<file path="config.mk">
export PLATFORM = sky130hd
export DESIGN_NAME = calc_alu_seq
export DESIGN_NICKNAME = d
export VERILOG_FILES = /design/src/rtl/calc_alu_seq.sv
export SDC_FILE = /design/constraint.sdc
export NUM_CORES = 1
export LEC_CHECK = 0
export ABC_CLOCK_PERIOD_IN_PS = 7700
export CAP_MARGIN = 20
export CORE_UTILIZATION = 30
export DETAILED_ROUTE_END_ITERATION = 10
export GPL_TIMING_DRIVEN = 1
export PLACE_DENSITY = 0.44
export SLEW_MARGIN = 0
export SYNTH_ARGS = -nofsm -noshare
export SYNTH_HDL_FRONTEND = slang
export SYNTH_SLANG_ARGS = --single-unit
</file>
<file path="constraint.sdc">
create_clock -name clk -period 7.7 [get_ports clk]
set_input_delay 2.31 -clock clk [delete_from_list [all_inputs] [get_ports clk]]
set_output_delay 2.31 -clock clk [all_outputs]
set_load 0.02 [all_outputs]
</file>
<file path="src/rtl/calc_alu_seq.sv">
// ---------------------------------------------------------------------------
// calc_alu_seq
//   Multi-cycle arithmetic sequencer between the calculator controller and
//   the arithmetic datapath. Add/subtract take one execute step; multiply is
//   an iterative shift-add over WIDTH steps. One extra EXEC cycle finalises
//   the result before the DONE cycle.
//
// Ports
//   clk        rising-edge system clock
//   nRST       asynchronous active-low reset
//   start      request strobe, sampled only in IDLE
//   op         one-hot operator: 001 add, 010 subtract (a-b), 100 multiply
//   operand_a  signed left operand  (WIDTH bits)
//   operand_b  signed right operand (WIDTH bits)
//   busy       high whenever the sequencer is not idle
//   done       one-cycle pulse, result/flags valid
//   result     signed result, held until the next completion
//   overflow   true result not representable in WIDTH signed bits
//   error      op was not exactly one-hot
//
// Build option
//   CALC_ALU_SATURATE_EN : saturate result on overflow instead of wrapping.
// ---------------------------------------------------------------------------
module calc_alu_seq #(
    parameter int WIDTH = 16
) (
    input  logic             clk,
    input  logic             nRST,
    input  logic             start,
    input  logic [2:0]       op,
    input  logic [WIDTH-1:0] operand_a,
    input  logic [WIDTH-1:0] operand_b,
    output logic             busy,
    output logic             done,
    output logic [WIDTH-1:0] result,
    output logic             overflow,
    output logic             error
);

    localparam int CW = (WIDTH > 1) ? $clog2(WIDTH) : 1;

    typedef enum logic [1:0] {
        IDLE,
        EXEC,
        DONE
    } state_t;

    state_t             state;
    logic [WIDTH-1:0]   a_r;
    logic [WIDTH-1:0]   b_r;
    logic [2:0]         op_r;
    logic [WIDTH-1:0]   mcand;     // |a|
    logic [2*WIDTH-1:0] acc;       // upper half: partial sum, lower half: multiplier
    logic               sign_r;
    logic [CW-1:0]      cnt;
    logic               fin;       // arithmetic complete, next EXEC edge finalises

    logic               op_add, op_sub, op_mul;
    logic [WIDTH-1:0]   abs_a, abs_b;
    logic [WIDTH:0]     addsub;
    logic [WIDTH:0]     psum;
    logic [2*WIDTH-1:0] prod;
    logic [WIDTH-1:0]   fin_res;
    logic               fin_ovf, fin_err, fin_neg;

    assign op_add = (op_r == 3'b001);
    assign op_sub = (op_r == 3'b010);
    assign op_mul = (op_r == 3'b100);

    // |-2^(WIDTH-1)| wraps to 2^(WIDTH-1), which is correct as unsigned
    assign abs_a = operand_a[WIDTH-1] ? (~operand_a + WIDTH'(1)) : operand_a;
    assign abs_b = operand_b[WIDTH-1] ? (~operand_b + WIDTH'(1)) : operand_b;

    assign addsub = op_sub ? ({a_r[WIDTH-1], a_r} - {b_r[WIDTH-1], b_r})
                           : ({a_r[WIDTH-1], a_r} + {b_r[WIDTH-1], b_r});

    // carry out of the upper-half add shifts into the accumulator MSB
    assign psum = {1'b0, acc[2*WIDTH-1:WIDTH]} + {1'b0, mcand};

    assign prod = sign_r ? (~acc + (2*WIDTH)'(1)) : acc;

`ifdef CALC_ALU_SATURATE_EN
    localparam logic [WIDTH-1:0] SAT_MAX = {1'b0, {(WIDTH-1){1'b1}}};
    localparam logic [WIDTH-1:0] SAT_MIN = {1'b1, {(WIDTH-1){1'b0}}};
`endif

    always_comb begin
        fin_res = '0;
        fin_ovf = 1'b0;
        fin_err = 1'b0;
        fin_neg = 1'b0;
        if (op_mul) begin
            // representable only if the top WIDTH+1 bits are a pure sign extension
            fin_ovf = !((&prod[2*WIDTH-1:WIDTH-1]) || !(|prod[2*WIDTH-1:WIDTH-1]));
            fin_res = prod[WIDTH-1:0];
            fin_neg = prod[2*WIDTH-1];
        end else if (op_add || op_sub) begin
            fin_ovf = acc[WIDTH] ^ acc[WIDTH-1];
            fin_res = acc[WIDTH-1:0];
            fin_neg = acc[WIDTH];
        end else begin
            fin_err = 1'b1;
        end
`ifdef CALC_ALU_SATURATE_EN
        if (fin_ovf)
            fin_res = fin_neg ? SAT_MIN : SAT_MAX;
`endif
    end

    always_ff @(posedge clk or negedge nRST) begin
        if (!nRST) begin
            state    <= IDLE;
            busy     <= 1'b0;
            done     <= 1'b0;
            result   <= '0;
            overflow <= 1'b0;
            error    <= 1'b0;
            a_r      <= '0;
            b_r      <= '0;
            op_r     <= '0;
            mcand    <= '0;
            acc      <= '0;
            sign_r   <= 1'b0;
            cnt      <= '0;
            fin      <= 1'b0;
        end else begin
            done <= 1'b0;
            case (state)
                IDLE: begin
                    if (start) begin
                        a_r      <= operand_a;
                        b_r      <= operand_b;
                        op_r     <= op;
                        mcand    <= abs_a;
                        acc      <= {{WIDTH{1'b0}}, abs_b};
                        sign_r   <= operand_a[WIDTH-1] ^ operand_b[WIDTH-1];
                        cnt      <= '0;
                        fin      <= 1'b0;
                        overflow <= 1'b0;
                        error    <= 1'b0;
                        busy     <= 1'b1;
                        state    <= EXEC;
                    end
                end
                EXEC: begin
                    if (fin) begin
                        result   <= fin_res;
                        overflow <= fin_ovf;
                        error    <= fin_err;
                        done     <= 1'b1;
                        fin      <= 1'b0;
                        state    <= DONE;
                    end else if (op_mul) begin
                        acc <= acc[0] ? {psum, acc[WIDTH-1:1]}
                                      : {1'b0, acc[2*WIDTH-1:1]};
                        if (cnt == CW'(WIDTH-1))
                            fin <= 1'b1;
                        else
                            cnt <= cnt + CW'(1);
                    end else if (op_add || op_sub) begin
                        acc <= {{(WIDTH-1){1'b0}}, addsub};
                        fin <= 1'b1;
                    end else begin
                        fin <= 1'b1;
                    end
                end
                DONE: begin
                    busy  <= 1'b0;
                    state <= IDLE;
                end
                default: state <= IDLE;
            endcase
        end
    end

endmodule
</file>
# ---- After elaboration in Yosys (flattened, before gate mapping)
# Cells that the tools add are included.
dict set report totals {
  register_bits 111
  in_bits 38
  out_inout_bits 20
  wordCells 92
}
dict set report classes {
  add_sub_neg 7
  eq_ne 12
  muxes 37
  bitwise 5
  reduce_logical 17
}
# cell n
set op_table {}
lappend op_table {{two-way mux 32 bit} 6}
lappend op_table {{two-way mux 16 bit} 4}
lappend op_table {{case mux 32 bit (2 select lines)} 1}
lappend op_table {{adder 16 x 16 -> 17 bit} 2}
lappend op_table {{adder 16 x 1 -> 16 bit, second input constant} 2}
lappend op_table {{adder 32 x 1 -> 32 bit, second input constant} 1}
lappend op_table {{NOT 16 bit} 2}
lappend op_table {{NOT 32 bit} 1}
lappend op_table {{two-way mux 17 bit} 1}
lappend op_table {{AND reduction 17 bit} 1}
lappend op_table {{OR reduction 17 bit} 1}
lappend op_table {{subtractor 16 x 16 -> 17 bit} 1}
lappend op_table {{two-way mux 4 bit} 4}
lappend op_table {{two-way mux 1 bit} 13}
lappend op_table {{inequality test 2 bit, second input constant} 5}
lappend op_table {{AND reduction 2 bit} 5}
lappend op_table {{case mux 1 bit (2 select lines)} 4}
lappend op_table {{case mux 4 bit (2 select lines)} 1}
lappend op_table {{AND reduction 5 bit} 1}
lappend op_table {{adder 4 x 1 -> 4 bit, second input constant} 1}
lappend op_table {{== test 4 bit, second input constant} 1}
lappend op_table {{two-way mux 2 bit} 2}
lappend op_table {{case mux 2 bit (2 select lines)} 1}
lappend op_table {{AND reduction 4 bit} 1}
lappend op_table {{other kinds (12)} 16}

# ---- Depth between registers and ports, before layout
dict set report logic_depth {
  depth_word 10
  depth_mapped 14
  ltp_nobuf 14
}

# ---- Worst setup path after synthesis
# OpenSTA, ideal clock, no wires.
dict set report synth_path {
  path_type {input -> register}
  from {in operand_a[0]}
  to {reg mcand[13]}
  setup_ps 131
  arrival_time_ps 4427
  required_ps 7569
  path_slack_ps 3143
  cell_stages 8
  path_buffers 0
  cell_sequence {or3_1 > or3_1 > or3_1 > or3_1 > or3_1 > o31ai_1 > xor2_1 > o21ai_1}
}
dict set report synth_between {
  elab_chain_cells 3
}
# item line
set synth_lines {}
lappend synth_lines {{start: declaration} 31} ;# input logic [WIDTH-1:0] operand_a,
lappend synth_lines {{NOT 16 bit} 71} ;# assign abs_a = operand_a[WIDTH-1] ? (~operand_a + WIDTH'(1)) : operand_a;
lappend synth_lines {{adder 16 x 1 -> 16 bit} 71}
lappend synth_lines {{two-way mux 16 bit} 71}
lappend synth_lines {{end signal: assignment} 134} ;# mcand <= abs_a;
lappend synth_lines {{end: declaration} 52} ;# logic [WIDTH-1:0] mcand;
# Every way passes these cells.
# A chain may end at the register's enable or synchronous reset.

# ---- Worst setup path after layout
dict set report layout_path {
  from {in operand_a[2]}
  to {reg mcand[13]}
}
# The elaborated chain is that of the path after synthesis.

==> results_dict.tcl <==
set metrics [dict create \
    status "completed" \
    initial_core_util 0.306 \
    cp_num_buf_inv 1 \
    slew_headroom 0.359 \
    drc 0 \
    slew_viol_final 0 \
    grt_usage 0.186 \
    crit_chain "clkdlybuf4s50_1, or3_1, or3_1, or3_1, or3_1, or3_1, o31ai_1, xor2_1, o21ai_1" \
    synth_mux_area_frac 0.0250 \
    portBuffers 57 \
    fin_util 0.349 \
    final.fill_count 2723 \
    cp_data_arrival_time_ps 5010 \
    placedInstanceArea_um2 8820 \
    core_um2 26100 \
    cpPeakStageDelay_ps 470 \
    first_pass_iters 4 \
    yosys.area.top_type "dfrtp_1" \
    rsz0062_at_grt "no" \
    ys_seq_area_frac 0.346 \
    finalPower_mw 4.14 \
    yosysUniqueCellTypes 65 \
    synth_enable_flop_cells 0 \
    start_kind "input pin" \
    grt_max_degree 65 \
    ant_nets 0 \
    required_ps 7930 \
    antenna_found_initial 0 \
    async_flop_share 1.00 \
    wl_um 24200 \
    critPathMostFrequentCell "or3_1" \
    cp-end-kind "flop" \
    path_class "input pin to flop" \
    place_congestion 0.801 \
    syn_nets 1072 \
    critPathMaxFanout 4 \
    slowest_stage "clkdlybuf4s50_1" \
    cts-buffers-inserted 9 \
    hold_viol 0 \
    ys.flop_type "dfrtp_1" \
    via_per_inst 5.19 \
    antenna_cells 0 \
    synth_top_area_frac 0.346 \
    die_w_um 165 \
    skew_ps 9.71 \
    post-cts-setup-buffers 0 \
    multiInputGateArea_um2 4930 \
    vdd_drop_max_v 0.000178 \
    nets 1092 \
    grt_pass1_vias 6642 \
    crit_family "simple AND/OR/NAND/NOR gates" \
    cts_buffer_depth 2 \
    synthXorXnorAreaFrac 0.0792 \
    fin_tns_setup_ps 0 \
    drive_gt1_frac 0.0481 \
    yosysWarnings 0 \
    cts_resized 0 \
    wl_per_cell_um 17.9 \
    hpwl_um 18100 \
    avgSynthCellArea_um2 8.01 \
    root_buffer "clkbuf_16" \
    r2r_slack_ps 3540 \
    cts_hold_buf 0 \
    holdCritPathClass "flop to flop" \
    die_h_um 165 \
    path_clk_slew_ps 80 \
    power_density_nw_per_um2 455 \
    grt_pass1_wl_um 38700 \
    synth-simple-area-share 0.241 \
    seq_area_um2 2750 \
    place_inst 1338 \
    clk_latency_ps 360 \
    num_rows 59 \
    ys_ff_latch 110 \
    drtIter0Drc 467 \
    clock_sinks 110 \
    fin_crit_ps 4790 \
    maxCapViolations 0 \
    io_pins 58 \
    synth_compound_gate_area_share 0.206 \
    htree_levels 3 \
    setup_viol 0 \
    tightestPinTransition_ps 954 \
    finalCritPeriodShare 0.622 \
    synth_top_family_by_area "simple AND/OR/NAND/NOR gates" \
    final_cell_area_um2 9100 \
    fp.dieArea_um2 27200 \
    synth_cells 994 \
    leakagePower_nw 3.92 \
    syn_area_um2 7970 \
    syn2layout_area_growth_pct 14.2 \
    max_clock_freq_ghz 0.209 \
    vias 7022 \
    cts_tree "done" \
    fin_cells 1354 \
    overflow 0 \
    synth_area_leaders "dfrtp_1 (35%), nand2_1 (9.9%), ha_1 (6.0%)" \
    synth-adder-area-share 0.0647 \
]
==> path summary, 6_finish.rpt <==
check / from / end / depth (start not counted)
min in group asynchronous: nRST / b_r[5] / 1
max reg2reg: b_r[4] / acc[14] / 13
max: operand_a[2] / mcand[13] / 9
min reg2reg: result[13] / result[13] / 2
min: result[13] / result[13] / 2
max in group asynchronous: nRST / acc[31] / 2
==> worst reg2reg max path, stage by stage, from the launching register on <==
cell and delay [ps]:
dfrtp_1 440, nor4_1 380, nand2b_1 170, or4_1 550
nor4_1 600, nor2_1 120, xnor2_1 160, ha_1 340
a21oi_1 180, a21boi_0 170, o311a_1 360, a211oi_1 290
o22ai_1 140, o21ai_0 170
==> area by class of cell <==
cell class / instances / area share
Tap cell: 335 / 0.0461
Clock inverter: 6 / 0.00481
Timing Repair Buffer: 64 / 0.0682
Sequential cell: 110 / 0.303
Clock buffer: 10 / 0.0263
Multi-Input combinational cell: 803 / 0.541
Inverter: 26 / 0.0107
==> cells in the final DEF, fill, tap and decap left out, drive strengths merged, types with 14 or more instances in the layout <==
cell,instances
nand3,32
or3,21
ha,38
dfrtp,110
nand2,211
nor3,17
o211ai,14
xor2,29
nor2,51
o21ai,95
clkdlybuf4s50,56
xnor2,43
inv,25
a21oi,47
==> cells by family after synthesis <==
| family | Yosys count |
|---|---|
| multiplexers | 19 |
| XOR/XNOR | 72 |
| buffers and inverters | 81 |
| flip-flops | 110 |
| adder cells (fa/ha/maj) | 40 |
| AO/OA/AOI/OAI | 259 |
| AND/OR/NAND/NOR | 413 |
==> Yosys cell counts, types with 14 or more instances <==
cell type	n
nand2_1	211
o211ai_1	14
inv_1	23
nand3_1	32
a21oi_1	47
nor3_1	17
or3_1	21
xnor2_1	43
xor2_1	29
o21ai_0	89
dfrtp_1	110
ha_1	38
clkbuf_1	47
nor2_1	51
==> state kept, by name, summed over array words and instances, names as in the netlist <==
| name | cells |
|---|---|
| cnt | 4 |
| done | 1 |
| fin | 1 |
| op_r | 3 |
| sign_r | 1 |
| overflow | 1 |
| b_r | 16 |
| result | 16 |
| acc | 32 |
| state | 2 |
| mcand | 15 |
| a_r | 16 |
| busy | 1 |
| error | 1 |
==> where the power goes <==
group | internal (mW) | total [mW] | switching, mW
logic | 1.01 | 2.53 | 1.52
clock network | 0.231 | 0.466 | 0.235
registers | 0.818 | 1.14 | 0.323
total | 2.06 | 4.14 | 2.08
==> stage by stage <==
| stage | worst slack [ps] | hold slack (ps) |
|---|---|---|
| 2_1_floorplan | 3140 | 450 |
| 3_3_place_gp | 2520 | 458 |
| 3_5_place_dp | 2510 | 469 |
| 4_1_cts | 2900 | 487 |
| 5_1_grt | 2760 | 512 |
| 6_report | 2910 | 480 |
==> routing by layer <==
metal  GRT usage  wire (um)  up-vias
met2       0.278      10300      123
met4      0.0371        278        0
met1       0.284      12900     3295
met5           0          0        -
met3      0.0224        621       17
li1            -          -     3587
(Power assumes the default switching activity.)
